**src/rtl/shiftreg_arb_pkg.sv**
```systemverilog
// Shared types and helpers for the shift-register arbiter/controller.
package shiftreg_arb_pkg;

  typedef enum logic [1:0] {
    IDLE  = 2'd0,
    ISSUE = 2'd1,
    ERR   = 2'd2
  } arb_state_t;

  // Index width that stays at least 1 bit for degenerate counts.
  function automatic int unsigned tag_w(input int unsigned n);
    return (n <= 1) ? 1 : $clog2(n);
  endfunction

  localparam int unsigned ID_W = tag_w(4);

endpackage

```
**src/rtl/shiftreg_arb_ctrl_if.sv**
```systemverilog
// Handshake bundle between the arbiter and the shared 3-stage shift-register pipeline.
interface shiftreg_arb_ctrl_if #(
  parameter int unsigned DATA_BIT_WIDTH = 8
) ();

  logic                      sr_enable_o;
  logic [DATA_BIT_WIDTH-1:0] sr_d_o;
  logic                      sr_enable_ack_i;
  logic                      sr_valid_i;
  logic [DATA_BIT_WIDTH-1:0] sr_q_i;

  modport master (
    output sr_enable_o, sr_d_o,
    input  sr_enable_ack_i, sr_valid_i, sr_q_i
  );

  modport slave (
    input  sr_enable_o, sr_d_o,
    output sr_enable_ack_i, sr_valid_i, sr_q_i
  );

endinterface

```
**src/rtl/shiftreg_arb_tagfifo.sv**
```systemverilog
// Requester-ID FIFO tracking words issued to the pipeline but not yet returned.
module shiftreg_arb_tagfifo
  import shiftreg_arb_pkg::*;
#(
  parameter int unsigned DEPTH = 3,
  parameter int unsigned W     = ID_W
) (
  input  logic                       clk,
  input  logic                       reset_n,
  input  logic                       push_i,
  input  logic [W-1:0]               id_i,
  input  logic                       pop_i,
  output logic [W-1:0]               head_o,
  output logic [$clog2(DEPTH+1)-1:0] count_o,
  output logic                       empty_o,
  output logic                       full_o
);

  localparam int unsigned PW = tag_w(DEPTH);
  localparam int unsigned CW = $clog2(DEPTH + 1);

  logic [W-1:0]  mem_q [DEPTH];
  logic [PW-1:0] wr_q, wr_d;
  logic [PW-1:0] rd_q, rd_d;
  logic [CW-1:0] count_q, count_d;
  logic          do_push, do_pop;

  assign empty_o = (count_q == '0);
  assign full_o  = (count_q == CW'(DEPTH));
  assign count_o = count_q;
  assign head_o  = mem_q[rd_q];
  assign do_push = push_i && !full_o;
  assign do_pop  = pop_i && !empty_o;

  // Pointers wrap explicitly since DEPTH need not be a power of two.
  always_comb begin
    wr_d    = wr_q;
    rd_d    = rd_q;
    count_d = count_q;
    if (do_push) wr_d = (wr_q == PW'(DEPTH - 1)) ? '0 : wr_q + 1'b1;
    if (do_pop)  rd_d = (rd_q == PW'(DEPTH - 1)) ? '0 : rd_q + 1'b1;
    case ({do_push, do_pop})
      2'b10:   count_d = count_q + 1'b1;
      2'b01:   count_d = count_q - 1'b1;
      default: count_d = count_q;
    endcase
  end

  always_ff @(posedge clk or negedge reset_n) begin
    if (!reset_n) begin
      wr_q    <= '0;
      rd_q    <= '0;
      count_q <= '0;
      for (int unsigned i = 0; i < DEPTH; i++) mem_q[i] <= '0;
    end else begin
      wr_q    <= wr_d;
      rd_q    <= rd_d;
      count_q <= count_d;
      if (do_push) mem_q[wr_q] <= id_i;
    end
  end

endmodule

```
**src/rtl/shiftreg_arb_ctrl.sv**
```systemverilog
// Arbitrates requesters onto a shared shift-register pipeline and routes tagged responses back.
// Define SHIFTREG_ARB_STRICT_PRIO_EN for fixed lowest-index-wins priority instead of round-robin.
module shiftreg_arb_ctrl
  import shiftreg_arb_pkg::*;
#(
  parameter int unsigned DATA_BIT_WIDTH = 8,
  parameter int unsigned NUM_REQ        = 4,
  parameter int unsigned MAX_INFLIGHT   = 3,
  parameter int unsigned ACK_TIMEOUT    = 16
) (
  input  logic                                clk,
  input  logic                                reset_n,
  input  logic [NUM_REQ-1:0]                  req_i,
  input  logic [NUM_REQ*DATA_BIT_WIDTH-1:0]   data_i,
  output logic [NUM_REQ-1:0]                  gnt_o,
  shiftreg_arb_ctrl_if.master                 sr,
  output logic                                rsp_valid_o,
  output logic [tag_w(NUM_REQ)-1:0]           rsp_id_o,
  output logic [DATA_BIT_WIDTH-1:0]           rsp_data_o,
  output logic [$clog2(MAX_INFLIGHT+1)-1:0]   inflight_o,
  output logic                                err_o
);

  localparam int unsigned IDW = tag_w(NUM_REQ);
  localparam int unsigned CW  = $clog2(MAX_INFLIGHT + 1);
  localparam int unsigned TW  = $clog2(ACK_TIMEOUT + 1);

  arb_state_t                state_q, state_d;
  logic [IDW-1:0]            id_q, id_d;
  logic                      sr_enable_q, sr_enable_d;
  logic [DATA_BIT_WIDTH-1:0] sr_d_q, sr_d_d;
  logic [NUM_REQ-1:0]        gnt_q, gnt_d;
  logic [TW-1:0]             timer_q, timer_d;
  logic                      err_q, err_d;
  logic                      rsp_valid_q, rsp_valid_d;
  logic [IDW-1:0]            rsp_id_q, rsp_id_d;
  logic [DATA_BIT_WIDTH-1:0] rsp_data_q, rsp_data_d;
  logic [IDW-1:0]            win;
  logic                      push, pop;
  logic [IDW-1:0]            fifo_head;
  logic [CW-1:0]             fifo_count;
  logic                      fifo_empty, fifo_full;
`ifndef SHIFTREG_ARB_STRICT_PRIO_EN
  logic [IDW-1:0]            rr_q, rr_d;
`endif

`ifdef SHIFTREG_ARB_STRICT_PRIO_EN
  function automatic logic [IDW-1:0] pick(input logic [NUM_REQ-1:0] req);
    logic [IDW-1:0] sel;
    logic           found;
    sel   = '0;
    found = 1'b0;
    for (int unsigned i = 0; i < NUM_REQ; i++) begin
      if (!found && req[i]) begin
        sel   = IDW'(i);
        found = 1'b1;
      end
    end
    return sel;
  endfunction
`else
  function automatic logic [IDW-1:0] pick(input logic [NUM_REQ-1:0] req,
                                          input logic [IDW-1:0]     ptr);
    logic [IDW-1:0] sel;
    logic           found;
    int unsigned    idx;
    sel   = '0;
    found = 1'b0;
    for (int unsigned i = 0; i < NUM_REQ; i++) begin
      idx = (32'(ptr) + i) % NUM_REQ;
      if (!found && req[idx]) begin
        sel   = IDW'(idx);
        found = 1'b1;
      end
    end
    return sel;
  endfunction
`endif

  always_comb begin
    state_d     = state_q;
    id_d        = id_q;
    sr_enable_d = sr_enable_q;
    sr_d_d      = sr_d_q;
    gnt_d       = '0;
    timer_d     = timer_q;
    err_d       = err_q;
    rsp_valid_d = 1'b0;
    rsp_id_d    = rsp_id_q;
    rsp_data_d  = rsp_data_q;
    push        = 1'b0;
    pop         = 1'b0;
`ifdef SHIFTREG_ARB_STRICT_PRIO_EN
    win         = pick(req_i);
`else
    rr_d        = rr_q;
    win         = pick(req_i, rr_q);
`endif

    case (state_q)
      // Skipping the grant cycle keeps the just-granted requester's held req from re-winning.
      IDLE: begin
        if (|req_i && !fifo_full && (gnt_q == '0)) begin
          id_d        = win;
          sr_d_d      = data_i[32'(win)*DATA_BIT_WIDTH +: DATA_BIT_WIDTH];
          sr_enable_d = 1'b1;
          timer_d     = '0;
          state_d     = ISSUE;
        end
      end
      ISSUE: begin
        if (sr.sr_enable_ack_i) begin
          gnt_d       = NUM_REQ'(1) << id_q;
          sr_enable_d = 1'b0;
          push        = 1'b1;
          timer_d     = '0;
          state_d     = IDLE;
`ifndef SHIFTREG_ARB_STRICT_PRIO_EN
          rr_d        = IDW'((32'(id_q) + 1) % NUM_REQ);
`endif
        end else if (timer_q == TW'(ACK_TIMEOUT - 1)) begin
          sr_enable_d = 1'b0;
          err_d       = 1'b1;
          state_d     = ERR;
        end else begin
          timer_d = timer_q + 1'b1;
        end
      end
      ERR:     ;
      default: state_d = IDLE;
    endcase

    if (sr.sr_valid_i) begin
      if (!fifo_empty) begin
        rsp_valid_d = 1'b1;
        rsp_id_d    = fifo_head;
        rsp_data_d  = sr.sr_q_i;
        pop         = 1'b1;
      end else begin
        err_d = 1'b1;
      end
    end
  end

  always_ff @(posedge clk or negedge reset_n) begin
    if (!reset_n) begin
      state_q     <= IDLE;
      id_q        <= '0;
      sr_enable_q <= 1'b0;
      sr_d_q      <= '0;
      gnt_q       <= '0;
      timer_q     <= '0;
      err_q       <= 1'b0;
      rsp_valid_q <= 1'b0;
      rsp_id_q    <= '0;
      rsp_data_q  <= '0;
`ifndef SHIFTREG_ARB_STRICT_PRIO_EN
      rr_q        <= '0;
`endif
    end else begin
      state_q     <= state_d;
      id_q        <= id_d;
      sr_enable_q <= sr_enable_d;
      sr_d_q      <= sr_d_d;
      gnt_q       <= gnt_d;
      timer_q     <= timer_d;
      err_q       <= err_d;
      rsp_valid_q <= rsp_valid_d;
      rsp_id_q    <= rsp_id_d;
      rsp_data_q  <= rsp_data_d;
`ifndef SHIFTREG_ARB_STRICT_PRIO_EN
      rr_q        <= rr_d;
`endif
    end
  end

  shiftreg_arb_tagfifo #(
    .DEPTH (MAX_INFLIGHT),
    .W     (IDW)
  ) u_tagfifo (
    .clk     (clk),
    .reset_n (reset_n),
    .push_i  (push),
    .id_i    (id_q),
    .pop_i   (pop),
    .head_o  (fifo_head),
    .count_o (fifo_count),
    .empty_o (fifo_empty),
    .full_o  (fifo_full)
  );

  assign gnt_o          = gnt_q;
  assign sr.sr_enable_o = sr_enable_q;
  assign sr.sr_d_o      = sr_d_q;
  assign rsp_valid_o    = rsp_valid_q;
  assign rsp_id_o       = rsp_id_q;
  assign rsp_data_o     = rsp_data_q;
  assign inflight_o     = fifo_count;
  assign err_o          = err_q;

endmodule

```
**src/flat_wrapper.sv**
```systemverilog
// flat-port wrapper written by rule: the top's interface ports become plain ports
module shiftreg_arb_ctrl_flat import shiftreg_arb_pkg::*;
#(
  parameter int unsigned DATA_BIT_WIDTH = 8,
  parameter int unsigned NUM_REQ        = 4,
  parameter int unsigned MAX_INFLIGHT   = 3,
  parameter int unsigned ACK_TIMEOUT    = 16
)
  (clk, reset_n, req_i, data_i, gnt_o, rsp_valid_o, rsp_id_o, rsp_data_o, inflight_o, err_o, sr_sr_enable_o, sr_sr_d_o, sr_sr_enable_ack_i, sr_sr_valid_i, sr_sr_q_i);
  shiftreg_arb_ctrl_if #(.DATA_BIT_WIDTH(DATA_BIT_WIDTH)) sr_i ();
  input  logic clk;
  input  logic reset_n;
  input  logic [NUM_REQ-1:0] req_i;
  input  logic [NUM_REQ*DATA_BIT_WIDTH-1:0] data_i;
  output logic [NUM_REQ-1:0] gnt_o;
  output logic rsp_valid_o;
  output logic [tag_w(NUM_REQ)-1:0] rsp_id_o;
  output logic [DATA_BIT_WIDTH-1:0] rsp_data_o;
  output logic [$clog2(MAX_INFLIGHT+1)-1:0] inflight_o;
  output logic err_o;
  output wire logic [$bits(sr_i.sr_enable_o)-1:0] sr_sr_enable_o;
  output wire logic [$bits(sr_i.sr_d_o)-1:0] sr_sr_d_o;
  input wire logic [$bits(sr_i.sr_enable_ack_i)-1:0] sr_sr_enable_ack_i;
  input wire logic [$bits(sr_i.sr_valid_i)-1:0] sr_sr_valid_i;
  input wire logic [$bits(sr_i.sr_q_i)-1:0] sr_sr_q_i;
  assign sr_sr_enable_o = sr_i.sr_enable_o;
  assign sr_sr_d_o = sr_i.sr_d_o;
  assign sr_i.sr_enable_ack_i = sr_sr_enable_ack_i;
  assign sr_i.sr_valid_i = sr_sr_valid_i;
  assign sr_i.sr_q_i = sr_sr_q_i;
  shiftreg_arb_ctrl #(.DATA_BIT_WIDTH(DATA_BIT_WIDTH), .NUM_REQ(NUM_REQ), .MAX_INFLIGHT(MAX_INFLIGHT), .ACK_TIMEOUT(ACK_TIMEOUT)) u_core (.clk(clk), .reset_n(reset_n), .req_i(req_i), .data_i(data_i), .gnt_o(gnt_o), .sr(sr_i), .rsp_valid_o(rsp_valid_o), .rsp_id_o(rsp_id_o), .rsp_data_o(rsp_data_o), .inflight_o(inflight_o), .err_o(err_o));
endmodule
```
**config.mk**
```make
export PLATFORM = sky130hd
export DESIGN_NAME = shiftreg_arb_ctrl_flat
export DESIGN_NICKNAME = d
export VERILOG_FILES = /design/src/rtl/shiftreg_arb_pkg.sv /design/src/rtl/shiftreg_arb_ctrl_if.sv /design/src/rtl/shiftreg_arb_tagfifo.sv /design/src/rtl/shiftreg_arb_ctrl.sv /design/src/flat_wrapper.sv
export SDC_FILE = /design/constraint.sdc
export NUM_CORES = 1
export LEC_CHECK = 0
export CAP_MARGIN = 20
export CORE_MARGIN = 2
export CORE_UTILIZATION = 49
export DETAILED_ROUTE_END_ITERATION = 10
export PLACE_DENSITY_LB_ADDON = 0.25
export SLEW_MARGIN = 20
export SYNTH_ARGS = -nofsm -noshare
export SYNTH_HDL_FRONTEND = slang
export SYNTH_SLANG_ARGS = --single-unit
```
**constraint.sdc**
```tcl
create_clock -name clk -period 3.7 [get_ports clk]
set_clock_uncertainty 0.1 [all_clocks]
set_input_delay 0.555 -clock clk [delete_from_list [all_inputs] [get_ports clk]]
set_output_delay 0.555 -clock clk [all_outputs]
set_load 0.02 [all_outputs]
```
==> Yosys cells after proc, flatten, opt, wreduce, memory -nomap -nowiden <==
Index checks and enable logic that the tools add are counted.
{ "totals": {"output_inout_bits": 27, "regBits": 48, "input_bits": 48, "word_cells": 122} }
{ "op_classes": {"n_reduce_logical": 25, "bitwise": 4, "order_cmp": 7, "add_sub_neg": 9, "n_mux": 47, "n_eq_ne": 11, "shifts": 2} }
{ "op_table": {"columns": ["operator", "count"], "rows": [
  ["$shiftx 32x6->8", 1],
  ["$mux 2", 12],
  ["$mux 1", 19],
  ["$mux 5", 3],
  ["$lt 2x3->1 const B", 4],
  ["$add 2x1->2 const B", 5],
  ["$eq 2x2->1 const B", 5],
  ["$pmux 5 s2", 1],
  ["$reduce_and 3->1", 3],
  ["$bmux 1 s2", 4],
  ["$logic_and 1x1->1", 8],
  ["$mux 4", 2],
  ["$bwmux 6", 1],
  ["$ge 3x3->1 const B", 2],
  ["$not 2->3", 2],
  ["$pmux 2 s3", 1],
  ["$reduce_and 2->1", 3],
  ["$add 5x1->5 const B", 1],
  ["$eq 5x4->1 const B", 1],
  ["$logic_not 1->1", 5],
  ["$add 2x2->2 const B", 2],
  ["$bmux 2 s2", 1],
  ["$demux 2 s2", 1],
  ["$eq 2x1->1 const B", 2],
  ["13 further kinds", 16]
]} }

==> Longest topological paths before layout <==
Gate-level depths: netlist of run 1.
{ "depth": {"depth_word": 13, "ltp_mapped": 8, "ltp_nobuf": 8} }

==> By module <==
Synthesis of run 1 repeated with hierarchy kept, for this count alone.
{ "unflattened": {"hier_cells": 235, "area_unflattened_um2": 2526.2} }
{ "by_module_without_submodules": {"columns": ["mod", "seq_area_each_um2", "area_each_um2", "cells_per_inst", "instances"], "rows": [
  ["shiftreg_arb_ctrl", 900.9, 1966.9, 190, 1],
  ["shiftreg_arb_tagfifo", 300.3, 559.3, 45, 1]
]} }

==> Least setup slack after synthesis of run 1 <==
Ideal clock, no wire load.
{ "synth_timing": {"path_kind": "input -> register", "from": "in req_i[2]", "to": "reg u_core.sr_d_q[3] (netlist: u_core.sr.sr_d_o[3])", "stages": 6, "n_path_buf": 1, "setup_ps": 125, "required_ps": 3475, "t_arrival_ps": 1772, "path_slack_ps": 1703, "path_cell_list": "inv_1 o21ai_0 a221o_1 buf_6 mux4_2 mux2_4"} }
{ "synth_between": {"elab_chain_cells": 13, "elab_cells_between_ends": 26, "classes_between": "shift (1); mux (15); reduce/logical (10)"} }
{ "synth_lines": {"columns": ["element", "line_no", "text"], "rows": [
  ["start: declaration", "flat_wrapper.sv:13", "input logic [NUM_REQ-1:0] req_i;"],
  ["$bmux 1 s2", "shiftreg_arb_ctrl.sv:71", "if (!found && req[idx]) begin"],
  ["$mux 1 (not written as such)", "shiftreg_arb_ctrl.sv:71", null],
  ["$mux 1", "shiftreg_arb_ctrl.sv:71", null],
  ["$logic_not 1->1", "shiftreg_arb_ctrl.sv:71", null],
  ["$logic_and 1x1->1", "shiftreg_arb_ctrl.sv:71", null],
  ["$mux 1", "shiftreg_arb_ctrl.sv:71", null],
  ["$logic_not 1->1", "shiftreg_arb_ctrl.sv:71", null],
  ["$logic_and 1x1->1", "shiftreg_arb_ctrl.sv:71", null],
  ["$mux 1", "shiftreg_arb_ctrl.sv:71", null],
  ["$logic_not 1->1", "shiftreg_arb_ctrl.sv:71", null],
  ["$logic_and 1x1->1", "shiftreg_arb_ctrl.sv:71", null],
  ["$mux 2", "shiftreg_arb_ctrl.sv:71", null],
  ["$shiftx 32x6->8", "shiftreg_arb_ctrl.sv:105", "sr_d_d = data_i[32'(win)*DATA_BIT_WIDTH +: DATA_BIT_WIDTH];"],
  ["end signal: assignment", "shiftreg_arb_ctrl.sv:164", "sr_d_q <= sr_d_d;"],
  ["end: declaration", "shiftreg_arb_ctrl.sv:31", "logic [DATA_BIT_WIDTH-1:0] sr_d_q, sr_d_d;"]
]} }
Parallel ways exist; a longest one is shown, timed or not. The select of a mux whose other input is x is not followed.
A chain may end at the register's enable or synchronous reset.

==> Worst setup path after layout of run 1 <==
Same ends and word-level chain as after synthesis.

==> impl_metrics.py, run 1 <==
metrics = {
    "synthesis": {
        "syn-num-nets": 261,
        "yosysWarnings": 0,
        "synth_cell_types": 39,
        "netlist_area_sq_um": 2310,
        "synth_seq_cells": 48,
        "syn-instance-count": 206,
        "avgSynthCellArea_sq_um": 11.2,
        "ys_seq_area_share_pct": 51.9,
    },
    "timing": {
        "tightest_slew_ns": 0.596,
        "setup-violations-final": 0,
        "timing.hold.ws_ns": 0.159,
        "setup-tns-final_ns": 0,
        "final-max-slew-violation-count": 0,
        "finalCriticalPeriod_ns": 2.59,
        "relSlewSlack_pct": 60.3,
        "clock.fmax_ghz": 0.387,
        "hold_viol": 0,
        "grt_setup_unrepaired": "no",
        "post-route-period-util_pct": 69.9,
    },
    "global_route": {
        "grt_use_total_pct": 20.0,
        "grt_pass1_wl_um": 8150,
        "grt_pass1_vias": 1812,
        "antenna_found_initial": 0,
        "grt_overflow_total": 0,
        "grt_max_degree": 49,
    },
    "placed_design": {
        "port_buffers": 74,
        "place_area_sq_um": 3100,
        "place.gp.congestion": 0.759,
        "hpwl_um": 3660,
    },
    "clock_network": {
        "numCtsBuffers": 5,
        "cts_resized": 0,
        "clkTransAtPathRegs_ns": 0.08,
        "cts_tree": "done",
        "postCtsSetupBuffers": 0,
        "cts.sinks": 48,
        "clockRootBuffer": "clkbuf_8",
        "clk_latency_ns": 0.29,
        "htreeDepth": 2,
        "ctsHoldBuffers": 0,
        "clk_path_buf_depth": 2,
    },
    "critical_path": {
        "worstPathRequired_ns": 3.78,
        "worstSetupPathType": "input pin to flip-flop",
        "end_kind": "flip-flop",
        "rrSetupSlack_ns": 1.42,
        "critPathLaunchType": "input pin",
        "path_max_fanout": 9,
        "arrival_ns": 2.67,
    },
    "floorplan": {
        "core-area_sq_um": 4440,
        "initial_utilization_pct": 52.0,
        "die_height_um": 72.7,
        "boundaryPins": 75,
        "core.rowCount": 24,
        "die_x_um": 72.7,
        "dieArea_sq_um": 5280,
    },
    "routing": {
        "drt_iter0_markers": 84,
        "drc": 0,
        "first_pass_iters": 4,
        "wl_per_cell_um": 14.5,
        "vias": 1810,
        "vias_per_cell": 5.39,
        "ant_nets": 0,
        "drt-total-wl_um": 4880,
    },
    "final_layout": {
        "final_common_cell": "clkdlybuf4s50_1",
        "antenna_cells": 0,
        "nets": 339,
        "layout_common_cells": "clkdlybuf4s50_1 (73), dfrtp_1 (48), nand2_1 (42), o21ai_0 (13), nor2_1 (12)",
        "fin_area_sq_um": 3180,
        "synthToLayoutAreaGrowth_pct": 37.7,
        "drive_gt1_share_pct": 11.6,
        "post-route-util_pct": 71.6,
        "nFillCells": 350,
    },
    "power": {
        "powerDensity_nw_per_um2": 284,
        "p_total_uw": 905,
        "peakVddDrop_mv": 0.217,
        "leakagePower_uw": 0.00145,
    },
    "hold_path": {
        "hold_path_class": "input pin to async pin",
    },
    "run": {
        "cap_violations": 0,
    },
    "outcome": {
        "outcome": "finished clean",
    },
}
-- cell usage after synthesis (all sizes together) --
cell / count / area share, %
mux2: 13 / 7.0
dfrtp: 48 / 52
or2: 1 / 0.27
o21ai: 15 / 3.2
or4: 1 / 0.32
a21o: 2 / 0.65
a32oi: 1 / 0.38
or3b: 1 / 0.38
xor2: 1 / 0.38
and3: 5 / 1.4
o2bb2ai: 2 / 0.76
nand2: 42 / 6.8
clkinv: 1 / 0.16
nand3b: 2 / 0.65
nand3: 1 / 0.22
mux2i: 3 / 1.3
o221ai: 1 / 0.38
o22ai: 1 / 0.27
ha: 7 / 3.8
buf: 2 / 0.70
nor3: 5 / 1.1
inv: 5 / 0.81
a21oi: 5 / 1.2
nand2b: 2 / 0.54
a2bb2oi: 2 / 0.76
nor2b: 4 / 1.1
clkinvlp: 1 / 0.22
mux4: 8 / 7.8
a221o: 2 / 0.87
nand4b: 2 / 0.76
nor2: 12 / 1.9
a31oi: 1 / 0.27
xnor2: 2 / 0.76
clkbuf: 4 / 0.65
nor4: 1 / 0.27
-- sequential cells by signal, summed over array words and instances (netlist names) --
signal,flops
u_core.err_o,1
u_core.gnt_o,4
u_core.id_q,2
u_core.rr_q,2
u_core.rsp_data_o,8
u_core.rsp_id_o,2
u_core.rsp_valid_o,1
u_core.sr.sr_d_o,8
u_core.sr.sr_enable_o,1
u_core.state_q,2
u_core.timer_q,5
u_core.u_tagfifo.count_o,2
u_core.u_tagfifo.mem_q,6
u_core.u_tagfifo.rd_q,2
u_core.u_tagfifo.wr_q,2
-- logic make-up after synthesis --
logic type	synth area share [%]
AO/OA/AOI/OAI	8.82
XOR/XNOR	1.14
adder cells (fa/ha/maj)	3.79
buffers and inverters	2.54
flip-flops	51.9
multiplexers	16.1
AND/OR/NAND/NOR	15.7
-- per-stage QoR --
| stage | setup WS [ns] | cells |
|---|---|---|
| after detailed placement | 0.764 | 329 |
| final | 1.11 | 336 |
| after global placement | 0.845 | 329 |
| after CTS | 1.07 | 336 |
| after global routing | 0.981 | 336 |
| after floorplan | 1.70 | 206 |
-- layout make-up --
class	count	area, sq um	area share (%)
clock buffers	6	72.6	2.28
inverters	7	27.5	0.864
well taps	52	65.1	2.04
flip-flops and latches	48	1200	37.7
multi-input cells	145	1050	33.0
clock inverters	1	5.00	0.157
repair buffers	77	761	23.9
-- worst max-delay path, stage by stage --
cell and delay [ns]:
clkdlybuf4s50_1 0.51, inv_1 0.05, o21ai_0 0.16, a221o_1 0.53, mux4_2 0.60, mux2_4 0.27
-- report_power, final --
part,internal [uW],leakage [uW],switching (uW)
clock,129,0.0000410,163
combinational,60.8,0.000759,28.8
sequential,524,0.000645,0.000000000000253
-- layer usage --
metal | GRT usage [%] | vias to the layer above | wire length, um
li1 | - | 876 | -
met1 | 25.6 | 865 | 2090
met2 | 32.5 | 65 | 2370
met3 | 7.18 | 4 | 374
met4 | 4.94 | 0 | 42
met5 | 0 | - | 0
-- worst paths after layout --
kind / start / end / depth (start not counted)
max: req_i[2] / u_core.sr.sr_d_o[3]$_DFFE_PN0P_ / 6
min: reset_n / u_core.timer_q[3]$_DFFE_PN0P_ / 1
max reg2reg: u_core.rr_q[1]$_DFFE_PN0P_ / u_core.sr.sr_d_o[3]$_DFFE_PN0P_ / 4
min reg2reg: u_core.rsp_data_o[7]$_DFFE_PN0P_ / u_core.rsp_data_o[7]$_DFFE_PN0P_ / 2
max in group asynchronous: reset_n / u_core.rsp_data_o[6]$_DFFE_PN0P_ / 1
min in group clk: u_core.rsp_data_o[7]$_DFFE_PN0P_ / u_core.rsp_data_o[7]$_DFFE_PN0P_ / 2
Note: power is estimated with default switching activity, not from simulation.
==> run 2, diff against run 1 <==
CORE_UTILIZATION = 41   (was 49)
clock period = 2.3 ns   (was 3.7 ns; I/O delays follow)
==> run 2 against run 1 <==
  * Final area rose by 4.9%
  * Non-clock buffer count rose by 11
  * Flip-flop and latch count did not move
  * Critical path depth did not move
  * Sequential power rose by 61%
  * Highest routed layer unchanged
  * Clock-buffer cell count fell by 1
==> impl_metrics.py, run 2 (synthesis gave the netlist of run 1 again) <==
metrics = {
    "global_route": {
        "grt_max_degree": 20,
        "grt_overflow_total": 0,
        "antenna_found_initial": 0,
        "grt_pass1_wl_um": 8080,
        "grt_pass1_vias": 1771,
        "grt_use_total_pct": 16.6,
    },
    "clock_network": {
        "clkTransAtPathRegs_ns": 0.08,
        "cts_resized": 0,
        "htreeDepth": 2,
        "clk_latency_ns": 0.30,
        "cts_tree": "done",
        "numCtsBuffers": 5,
        "clockRootBuffer": "clkbuf_8",
        "cts.sinks": 48,
        "clk_path_buf_depth": 2,
    },
    "timing": {
        "final-max-slew-violation-count": 0,
        "hold_viol": 0,
        "relSlewSlack_pct": 73.1,
        "post-route-period-util_pct": 92.8,
        "tightest_slew_ns": 0.400,
        "clock.fmax_ghz": 0.468,
        "grt_setup_unrepaired": "no",
        "timing.hold.ws_ns": 0.380,
        "finalCriticalPeriod_ns": 2.14,
        "setup-violations-final": 0,
    },
    "power": {
        "powerDensity_nw_per_um2": 444,
        "leakagePower_uw": 0.00152,
        "peakVddDrop_mv": 0.236,
    },
    "floorplan": {
        "dieArea_sq_um": 6260,
        "initial_utilization_pct": 42.2,
        "core-area_sq_um": 5470,
        "die_height_um": 79.1,
        "boundaryPins": 75,
        "die_x_um": 79.1,
        "core.rowCount": 27,
    },
    "critical_path": {
        "worstSetupStartpoint": "req_i[3]",
        "arrival_ns": 2.22,
        "worstSetupPathType": "input pin to flip-flop",
        "path_max_fanout": 9,
        "critPathLaunchType": "input pin",
        "rrSetupSlack_ns": 0.24,
        "crit_end": "u_core.sr.sr_d_o[5]$_DFFE_PN0P_",
        "worstPathRequired_ns": 2.38,
        "end_kind": "flip-flop",
        "rr_endpoint": "u_core.sr.sr_d_o[5]$_DFFE_PN0P_",
        "ff2ff_path_depth": 5,
        "r2r-start": "u_core.rr_q[1]$_DFFE_PN0P_",
    },
    "final_layout": {
        "antenna_cells": 0,
        "layoutNonFillerInstCount": 368,
        "synthToLayoutAreaGrowth_pct": 44.4,
        "multi_input_area_sq_um": 1050,
        "regArea_sq_um": 1200,
        "nets": 350,
        "final_common_cell": "clkdlybuf4s50_1",
        "nFillCells": 481,
        "drive_gt1_share_pct": 15.2,
        "layout_common_cells": "clkdlybuf4s50_1 (73), dfrtp_1 (48), nand2_1 (42), o21ai_0 (13), nor2_1 (12)",
    },
    "routing": {
        "ant_nets": 0,
        "drc": 0,
        "wl_per_cell_um": 12.7,
        "vias_per_cell": 4.98,
        "drt_iter0_markers": 80,
        "vias": 1834,
        "drt-total-wl_um": 4660,
        "first_pass_iters": 4,
    },
    "outcome": {
        "outcome": "finished clean",
    },
    "placed_design": {
        "numPlacedInstances": 359,
        "hpwl_um": 3550,
        "place.gp.congestion": 0.835,
        "port_buffers": 74,
    },
    "hold_path": {
        "hold_path_class": "flip-flop to flip-flop",
    },
    "run": {
        "cap_violations": 0,
    },
}
-- run 2: cell types whose count changed in the layout (fill, tap and decap cells not counted) --
cell           previous run  this run
buf_12                    0         3
buf_4                     4        10
dlygate4sd3_1             0         1
clkinv_2                  1         2
buf_2                     0         1
clkbuf_1                  1         0
clkinv_4                  0         1
-- run 2: area by class of cell --
cell class	instances	share of cell area (%)
clock buffers	5	2.06
clock inverters	3	0.562
inverters	7	0.824
multi-input cells	145	31.5
flip-flops and latches	48	36.0
well taps	72	2.70
repair buffers	88	26.4
-- run 2: critical path, cell delays in order --
cell             delay [ns]
clkdlybuf4s50_1        0.53
mux2i_1                0.10
a221o_1                0.39
buf_12                 0.16
mux4_2                 0.42
mux2_4                 0.27
-- run 2: report_power, final --
group             switching (uW)  internal [uW]  leakage (uW)
Combinational               46.7            111      0.000823
Clock                        270            212     0.0000479
Sequential     0.000000000000406            843      0.000645
Total                        317           1170       0.00152
-- run 2: worst min path at each step --
stage,slack (ns),cells after the start,start,end
after floorplan,-0.05,0,reset_n,u_core.err_o$_DFF_PN0_
after global placement,0.19,1,reset_n,u_core.sr.sr_d_o[4]$_DFFE_PN0P_
after detailed placement,0.19,1,reset_n,u_core.sr.sr_d_o[4]$_DFFE_PN0P_
after CTS,0.38,2,u_core.rsp_data_o[4]$_DFFE_PN0P_,u_core.rsp_data_o[4]$_DFFE_PN0P_
final,0.38,2,u_core.rsp_data_o[6]$_DFFE_PN0P_,u_core.rsp_data_o[6]$_DFFE_PN0P_
after global routing,0.40,2,u_core.rsp_data_o[6]$_DFFE_PN0P_,u_core.rsp_data_o[6]$_DFFE_PN0P_
-- run 2: per-stage QoR --
step / setup WS [ns] / utilization (%) / setup TNS [ns] / total power, uW / area (sq um)
6_report: 0.165 / 61.0 / 0 / 1480 / 3340
5_1_grt: 0.0889 / 61.0 / 0 / 1550 / 3340
4_1_cts: 0.168 / 61.0 / 0 / 1510 / 3340
3_5_place_dp: -0.148 / 59.2 / -1.08 / 1020 / 3240
3_3_place_gp: -0.113 / 59.2 / -0.886 / 1020 / 3240
2_1_floorplan: 0.378 / - / 0 / 904 / 2310
-- run 2: metal layers --
| layer | global-route usage (%) | part of all wire, % |
|---|---|---|
| met1 | 21.7 | 44 |
| met2 | 26.1 | 47 |
| met3 | 4.66 | 7.2 |
| met4 | 6.90 | 2.1 |
| met5 | 0 | 0 |
-- run 2: what timing repair did --
action,4_1_cts,5_1_grt
setup buffers,0,0
hold buffers,1,0
hold endpoints to repair,15,0
==> run 3, diff against run 2 <==
CORE_MARGIN = 8   (was 2)
HOLD_SLACK_MARGIN = 0.03   (was unset)
==> run 3 against run 2 <==
  * First-iteration DRC count down 49%
  * Critical path depth up 1
  * Global-route usage down 3.6 points
  * Via count up 2.4%
  * Routed wire length up 13%
  * Register-to-register slack about the same
  * Flip-flop and latch count unchanged
==> impl_metrics.py, run 3 (synthesis gave the netlist of run 1 again) <==
metrics = {
    "outcome": {
        "outcome": "finished clean",
    },
    "critical_path": {
        "path_max_fanout": 9,
        "worstSetupPathType": "input pin to flip-flop",
        "arrival_ns": 2.26,
        "ff2ff_path_depth": 5,
        "critical_path.max_stage_delay_ns": 0.48,
        "crit_buf_inv": 3,
        "critPathLaunchType": "input pin",
        "end_kind": "flip-flop",
        "worstPathRequired_ns": 2.39,
        "cp.depth": 7,
        "crit_family": "buffers and inverters",
        "slowest_stage": "clkdlybuf4s50_1",
        "crit_chain": "clkdlybuf4s50_1, buf_4, mux2i_1, a221o_1, buf_12, mux4_2, mux2_4",
    },
    "clock_network": {
        "htreeDepth": 2,
        "clk_latency_ns": 0.30,
        "clkTransAtPathRegs_ns": 0.08,
        "cts.sinks": 48,
        "postCtsSetupBuffers": 0,
        "clockRootBuffer": "clkbuf_8",
        "numCtsBuffers": 5,
        "clk_path_buf_depth": 2,
        "cts_tree": "done",
    },
    "routing": {
        "wl_met1_um": 2320,
        "wl_per_cell_um": 14.2,
        "vias_per_cell": 5.03,
        "wl_met3_um": 445,
        "top_layer": "met4",
        "met2_length_um": 2440,
        "vias": 1878,
        "drt-total-wl_um": 5280,
        "drc": 0,
        "ant_nets": 0,
        "first_pass_iters": 4,
        "drt_iter0_markers": 41,
    },
    "final_layout": {
        "layoutNonFillerInstCount": 373,
        "fin_area_sq_um": 3380,
        "drive_gt1_share_pct": 16.6,
        "final_common_cell": "clkdlybuf4s50_1",
        "nFillCells": 468,
        "antenna_cells": 0,
        "nets": 355,
        "synthToLayoutAreaGrowth_pct": 46.1,
        "post-route-util_pct": 61.7,
        "layout_common_cells": "clkdlybuf4s50_1 (73), dfrtp_1 (48), nand2_1 (42), buf_4 (16), o21ai_0 (13)",
    },
    "timing": {
        "tightest_slew_ns": 0.430,
        "hold_viol": 0,
        "clock.fmax_ghz": 0.460,
        "post-route-period-util_pct": 94.4,
        "relSlewSlack_pct": 71.3,
        "finalCriticalPeriod_ns": 2.17,
        "setup-violations-final": 0,
        "final-max-slew-violation-count": 0,
        "timing.hold.ws_ns": 0.379,
        "grt_setup_unrepaired": "no",
    },
    "power": {
        "p_switching_uw": 314,
        "powerDensity_nw_per_um2": 448,
        "leakagePower_uw": 0.00153,
        "peakVddDrop_mv": 0.285,
        "combPwrFrac_pct": 10.6,
        "clkPwrFrac_pct": 33.7,
        "p_total_uw": 1510,
        "switching_share_pct": 20.7,
        "p_int_uw": 1200,
        "pwr-share-seq_pct": 55.7,
    },
    "global_route": {
        "grt_overflow_total": 0,
        "grt_pass1_wl_um": 8940,
        "grt_pass1_vias": 1959,
        "grt_max_degree": 20,
        "grt_use_total_pct": 13.0,
        "antenna_found_initial": 0,
    },
    "floorplan": {
        "core-area_sq_um": 5470,
        "die_x_um": 91.1,
        "die_height_um": 91.1,
        "boundaryPins": 75,
        "core.rowCount": 27,
        "dieArea_sq_um": 8300,
        "initial_utilization_pct": 42.2,
    },
    "placed_design": {
        "place.gp.congestion": 0.757,
        "hpwl_um": 4170,
        "port_buffers": 74,
        "place_area_sq_um": 3270,
        "numPlacedInstances": 364,
    },
    "hold_path": {
        "worstHoldPathCells": 2,
        "hold_path_class": "flip-flop to flip-flop",
    },
    "run": {
        "cap_violations": 0,
    },
}
run 3: stage by stage:
step	worst slack, ns	TNS (ns)
6_report	0.128	0
5_1_grt	0.0823	0
4_1_cts	0.0713	0
3_5_place_dp	-0.280	-3.05
3_3_place_gp	-0.202	-2.12
2_1_floorplan	0.378	0
run 3: final timing paths:
kind	from	to	slack, ns
worst max-delay path	req_i[3]	u_core.sr.sr_d_o[6]$_DFFE_PN0P_	0.13
worst min register to register	u_core.rsp_data_o[7]$_DFFE_PN0P_	u_core.rsp_data_o[7]$_DFFE_PN0P_	0.38
max in group asynchronous	reset_n	u_core.rr_q[1]$_DFFE_PN0P_	1.11
worst max register to register	u_core.rr_q[1]$_DFFE_PN0P_	u_core.sr.sr_d_o[6]$_DFFE_PN0P_	0.24
min in group asynchronous	reset_n	u_core.timer_q[3]$_DFFE_PN0P_	0.42
worst min-delay path	u_core.rsp_data_o[7]$_DFFE_PN0P_	u_core.rsp_data_o[7]$_DFFE_PN0P_	0.38
run 3: power groups by stage:
stage,clock network (uW),logic (uW),registers [uW]
after floorplan,0,44.0,860
after global placement,0,161,860
after detailed placement,0,162,860
after CTS,527,164,843
after global routing,552,175,843
final,509,161,843
run 3: what timing repair did:
item / in CTS / in global routing
endpoints found under the setup margin: 14 / 3
gates resized for setup: 1 / 1
hold buffers: 1 / 0
cloned: 0 / 0
hold endpoints to repair: 17 / 0
run 3: routing by layer:
layer | up-vias | global-route usage [%]
met5 | - | 0
met3 | 6 | 5.35
met4 | 0 | 4.50
li1 | 914 | -
met2 | 65 | 21.0
met1 | 893 | 15.3
run 3: final cells by class:
type                    instances  area [sq um]  share of cell area [%]
flip-flops and latches         48          1200                    35.6
multi-input cells             145          1060                    31.4
repair buffers                 93           906                    26.8
well taps                      72          90.1                    2.67
clock buffers                   7          86.3                    2.56
inverters                       7          27.5                   0.815
clock inverters                 1          7.51                   0.222
run 3: tightest hold or removal path, delay by kind of cell, from the launching register on:
| kind | cells | cell delay, ns |
|---|---|---|
| AND/OR/NAND/NOR | 2 | 0.10 |
| flip-flops | 1 | 0.35 |
==> edit 1, RTL diff (flow settings as in run 3) <==
The option `SHIFTREG_ARB_STRICT_PRIO_EN` is turned on by a define.
--- a/src/rtl/shiftreg_arb_ctrl.sv
+++ b/src/rtl/shiftreg_arb_ctrl.sv
@@ -1,4 +1,6 @@
 // Arbitrates requesters onto a shared shift-register pipeline and routes tagged responses back.
 // Define SHIFTREG_ARB_STRICT_PRIO_EN for fixed lowest-index-wins priority instead of round-robin.
+`define SHIFTREG_ARB_STRICT_PRIO_EN
+
 module shiftreg_arb_ctrl
   import shiftreg_arb_pkg::*;
Behaviour: no difference found for any inputs over 4 cycles, from zero or initial values and one cycle with reset_n low; that may be too few to reach the edited logic, so the function may still have changed.
==> edit 1 against run 3 <==
- via count fell by 6.2%
- worst setup slack improved by 190 ps
- routed wire length fell by 5.9%
- hold slack barely moved
- synthesized area fell by 5.5%
- sequential cell count fell by 2
- design area fell by 6.9%
- critical path type unchanged
- largest cell class unchanged
Power is not compared: it rests on default switching activity, and its combinational part moved more than twofold at a synthesized area within 25%.
==> edit 1: results <==
metrics = {
    "worst_setup_path": {
        "reg2reg_setup_slack_ps": 340,
        "crit_path_max_incr_delay_ps": 590,
        "worstPathArrival_ps": 2110,
        "critical_path.slowest_cell": "sky130_fd_sc_hd__or4_1",
        "critical_path.top_delay_family": "simple AND/OR/NAND/NOR gates",
        "cp_max_fo": 5,
    },
    "global_route": {
        "grt_start_max_net_pins": 22,
        "grt_pass1_vias": 1835,
        "gr-usage-met1_pct": 15.6,
        "grt_util_met3_pct": 7.90,
        "grt.total_usage_pct": 13.5,
        "grt_pass1_wl_um": 8360,
        "grt_use_met2_pct": 20.9,
        "grt_busiest_layer": "met2",
    },
    "finish": {
        "drive_gt1_share_pct": 11.6,
        "fill_cell_total_of_the_finished_layout": 459,
        "net_total_in_the_final_layout": 334,
    },
    "route": {
        "initialDrtViolationCount": 46,
        "routedWlPerCell_um": 14.0,
        "drt_first_pass_iters": 4,
        "route.final.wire_length_um": 4970,
        "via_per_inst": 4.98,
    },
    "sta": {
        "hold_slack_ps": 379,
        "fin_crit_ps": 1980,
        "worst_slew_pin_slew_ps": 585,
    },
    "placement": {
        "port_buffers": 74,
        "place.detailed.instances": 345,
        "final_gp_congestion": 0.757,
        "dp_worst_setup_slack_ps": 9.55,
        "place_hpwl_um": 3980,
        "dpl_cell_area_mm2": 0.00304,
    },
    "clock_tree": {
        "clk_pin_slew_worst_paths_ps": 80,
        "ctsHtreeMaxLevel": 2,
        "cts.repair.resized": 0,
        "cts-root-buf": "sky130_fd_sc_hd__clkbuf_8",
    },
    "synthesis": {
        "async_reset_ff_share_pct": 100,
        "synth_top_flop_cell": "sky130_fd_sc_hd__dfrtp_1",
        "synthAdderAreaFrac_pct": 1.72,
        "synth.mux.area_fraction_pct": 13.5,
        "synth_fp_nets": 251,
        "synth_xor_xnor_area_share_pct": 2.41,
        "synth_compound_gate_area_share_pct": 10.0,
        "synth-seq-area-share_pct": 52.7,
        "synth_cell_type_count": 33,
        "synth-warning-count": 0,
        "post_synth_main_area_contributors": "sky130_fd_sc_hd__dfrtp_1, sky130_fd_sc_hd__nand2_1, sky130_fd_sc_hd__mux2_4",
        "synthTopCellsByCount": "sky130_fd_sc_hd__dfrtp_1, sky130_fd_sc_hd__nand2_1, sky130_fd_sc_hd__nor2_1",
        "synthCells": 200,
    },
    "power": {
        "static-leakage-power_nw": 1.45,
        "power_clock_mw": 0.505,
        "power.share.clock_pct": 14.5,
        "switching_share_pct": 36.9,
        "combinationalPowerShare_pct": 46.9,
        "peakVddDrop_v": 0.000446,
    },
    "status": {
        "status": "complete, no violations",
    },
    "worst_hold_path": {
        "class_of_the_most_critical_hold_timing_path": "reg2reg",
    },
}
## edit 1: area by class of cell
class,count,area [µm²],area share [%]
inverter,5,18.8,0.596
clock buffer,6,82.6,2.62
timing repair buffer,85,833,26.5
clock inverter,2,12.5,0.398
tap,70,87.6,2.78
multi-input combinational,140,961,30.5
sequential,46,1150,36.6
## edit 1: per-layer routing
metal	up-vias	share of wire, %
met4	0	0.81
met2	68	43
met1	819	44
met3	5	12
met5	-	0
li1	870	-
## edit 1: final timing paths
path | cells after the start | from | endpoint
worst max-delay path | 6 | req_i[1] | u_core.timer_q[0]
worst min-delay path | 2 | u_core.err_o | u_core.err_o
max in group asynchronous | 3 | reset_n | u_core.u_tagfifo.mem_q[3]
min in group asynchronous | 2 | reset_n | u_core.rsp_data_o[1]
worst max register to register | 5 | u_core.gnt_o[1] | u_core.sr.sr_d_o[6]
worst min register to register | 2 | u_core.err_o | u_core.err_o
## edit 1: timing repair
item | CTS | global route
hold buffers | 1 | 0
setup buffers | 0 | 0
endpoints found under the hold margin | 19 | 0
==> edit 2, RTL diff (flow settings as in run 3) <==
Without the edit above. Put one more register stage on the output `err_o`. The value now appears one clock later. The other outputs are not delayed to match.
--- a/src/rtl/shiftreg_arb_ctrl.sv
+++ b/src/rtl/shiftreg_arb_ctrl.sv
@@ -197,5 +197,7 @@
   assign rsp_data_o     = rsp_data_q;
   assign inflight_o     = fifo_count;
-  assign err_o          = err_q;
+  always_ff @(posedge clk) begin
+    err_o <= err_q;
+  end
 
 endmodule
Check against the original RTL: not equivalent (a bounded check fails within 4 cycles, from zero or initial values and one cycle with reset_n low).
==> edit 2 against run 3 <==
- synthesized area rose by 2.6%
- critical path depth rose by 1
- design area down 1.8%
- routed wire length about the same
- sequential cell count grew 1
- worst setup slack improved by 240 ps
- first-iteration DRC count rose by 56%
- power is 0.84% higher
- sequential power grew 2%
- register-to-register slack improved by 130 ps
- die area increased by 2.1%
- critical endpoint is now u_core.timer_q[3]
- largest power group unchanged
==> edit 2: results <==
metrics = {
    "power": {
        "sequential_power_share_pct": 56.5,
        "p_per_area_mw_per_mm2": 460,
        "static-leakage-power_nw": 1.59,
        "peakVddDrop_v": 0.000298,
        "power_clock_mw": 0.517,
        "cell_internal_power_mw": 1.20,
    },
    "worst_setup_path": {
        "cp_max_fo": 8,
        "worstPathArrival_ps": 2080,
        "reg2reg_setup_slack_ps": 370,
    },
    "worst_hold_path": {
        "class_of_the_most_critical_hold_timing_path": "reg2reg",
    },
    "global_route": {
        "initial_antenna_violation_count": 0,
        "grt_pass1_vias": 2030,
        "grt_pass1_wl_um": 9210,
        "grt.total_usage_pct": 13.2,
        "grt_start_max_net_pins": 49,
    },
    "placement": {
        "final_gp_congestion": 0.740,
        "place_hpwl_um": 4050,
        "dp_worst_setup_slack_ps": 226,
        "port_buffers": 74,
    },
    "route": {
        "initialDrtViolationCount": 64,
        "drt_first_pass_iters": 4,
        "routedWlPerCell_um": 13.9,
        "via_count": 1888,
    },
    "sta": {
        "worst_slew_pin_slew_ps": 393,
        "timing_hold_violations_final": 0,
        "layout_worst_path_cycle_share_pct": 84.1,
    },
    "clock_tree": {
        "clk_pin_slew_worst_paths_ps": 90,
        "cts_buffers": 5,
        "clock_path_buffers": 2,
        "cts-root-buf": "sky130_fd_sc_hd__clkbuf_8",
        "worstSkewPairLatency_ps": 300,
        "cts_setup_buffers": 0,
        "ctsHtreeMaxLevel": 2,
    },
    "finish": {
        "drive_gt1_share_pct": 9.39,
        "antenna_cells": 0,
        "net_total_in_the_final_layout": 363,
    },
    "synthesis": {
        "post_synth_main_area_contributors": "sky130_fd_sc_hd__dfrtp_1, sky130_fd_sc_hd__mux2i_1, sky130_fd_sc_hd__nand2_1",
        "synth-seq-area-share_pct": 51.5,
        "synth-warning-count": 0,
        "synth_fp_nets": 284,
        "async_reset_ff_share_pct": 98.0,
        "synthTopCellsByCount": "sky130_fd_sc_hd__dfrtp_1, sky130_fd_sc_hd__nand2_1, sky130_fd_sc_hd__mux2i_1",
        "synth_cell_type_count": 42,
    },
    "status": {
        "status": "complete, no violations",
    },
}
==> edit 2: changes by cell type after synthesis, sizes merged, moves of 3 or more <==
| cell | run 3 | this run |
|---|---|---|
| mux4 | 8 | 0 |
| o211ai | 0 | 3 |
| nand2 | 42 | 47 |
| buf | 2 | 5 |
| mux2 | 13 | 7 |
| o221ai | 1 | 8 |
| a21oi | 5 | 8 |
| mux2i | 3 | 18 |
==> edit 2: path summary, 6_finish.rpt <==
path,startpoint,endpoint,depth (start not counted)
min reg2reg,u_core.err_q,u_core.err_o,0
min,u_core.err_q,u_core.err_o,0
min in group asynchronous,reset_n,u_core.timer_q[2],3
max,u_core.timer_q[0],u_core.timer_q[3],8
max in group asynchronous,reset_n,u_core.id_q[0],3
max reg2reg,u_core.timer_q[0],u_core.timer_q[3],8
==> edit 2: routing by layer <==
layer	track usage [%]	vias up	wire length (µm)
met3	5.13	7	418
met2	22.0	46	2610
li1	-	950	-
met4	5.37	0	77
met1	14.9	885	2170
met5	0	-	0
==> edit 2: logic make-up after synthesis <==
family | Yosys count | share of synthesized area [%]
DFF | 49 | 51.5
and+or+nand+nor | 88 | 17.7
muxes | 25 | 10.9
buffers and inverters | 18 | 3.96
xor gates and xnor gates | 3 | 1.11
adders and majority gates | 7 | 3.69
AOI/OAI and AO/OA | 39 | 11.2
==> edit 2: metrics by stage <==
step / instances / cell area (µm²) / hold WS, ps / util, % / total power [mW]
finish: 381 / 3320 / 290 / 59.9 / 1.53
global route: 381 / 3320 / 303 / 59.9 / 1.60
CTS: 381 / 3320 / 289 / 59.9 / 1.55
detailed placement: 372 / 3210 / 244 / 58.0 / 1.03
global placement: 372 / 3210 / 249 / 58.0 / 1.03
floorplan: 229 / 2370 / -50.6 / - / 0.918
==> edit 2: final cells by class <==
| type | count | area, µm² |
|---|---|---|
| flip-flops and latches | 49 | 1220 |
| inverters | 8 | 30.0 |
| clock inverters | 2 | 13.8 |
| fillers | 497 | 2220 |
| multi-input cells | 162 | 1060 |
| well taps | 72 | 90.1 |
| repair buffers | 82 | 823 |
| clock buffers | 6 | 82.6 |
==> edit 2: timing repair <==
item / 4_1_cts / 5_1_grt
endpoints found under the hold margin: 48 / 0
gates resized for setup: 0 / 0
hold buffers: 1 / 0
==> edit 2: critical path, stage by stage, from the launching register on <==
cell                       delay (ps)
sky130_fd_sc_hd__dfrtp_1          440
sky130_fd_sc_hd__ha_1             230
sky130_fd_sc_hd__and3_1           140
sky130_fd_sc_hd__ha_1             270
sky130_fd_sc_hd__nand4b_1         230
sky130_fd_sc_hd__nor3_1           150
sky130_fd_sc_hd__a21oi_1           50
sky130_fd_sc_hd__o21ai_0          140
sky130_fd_sc_hd__and2_1           130
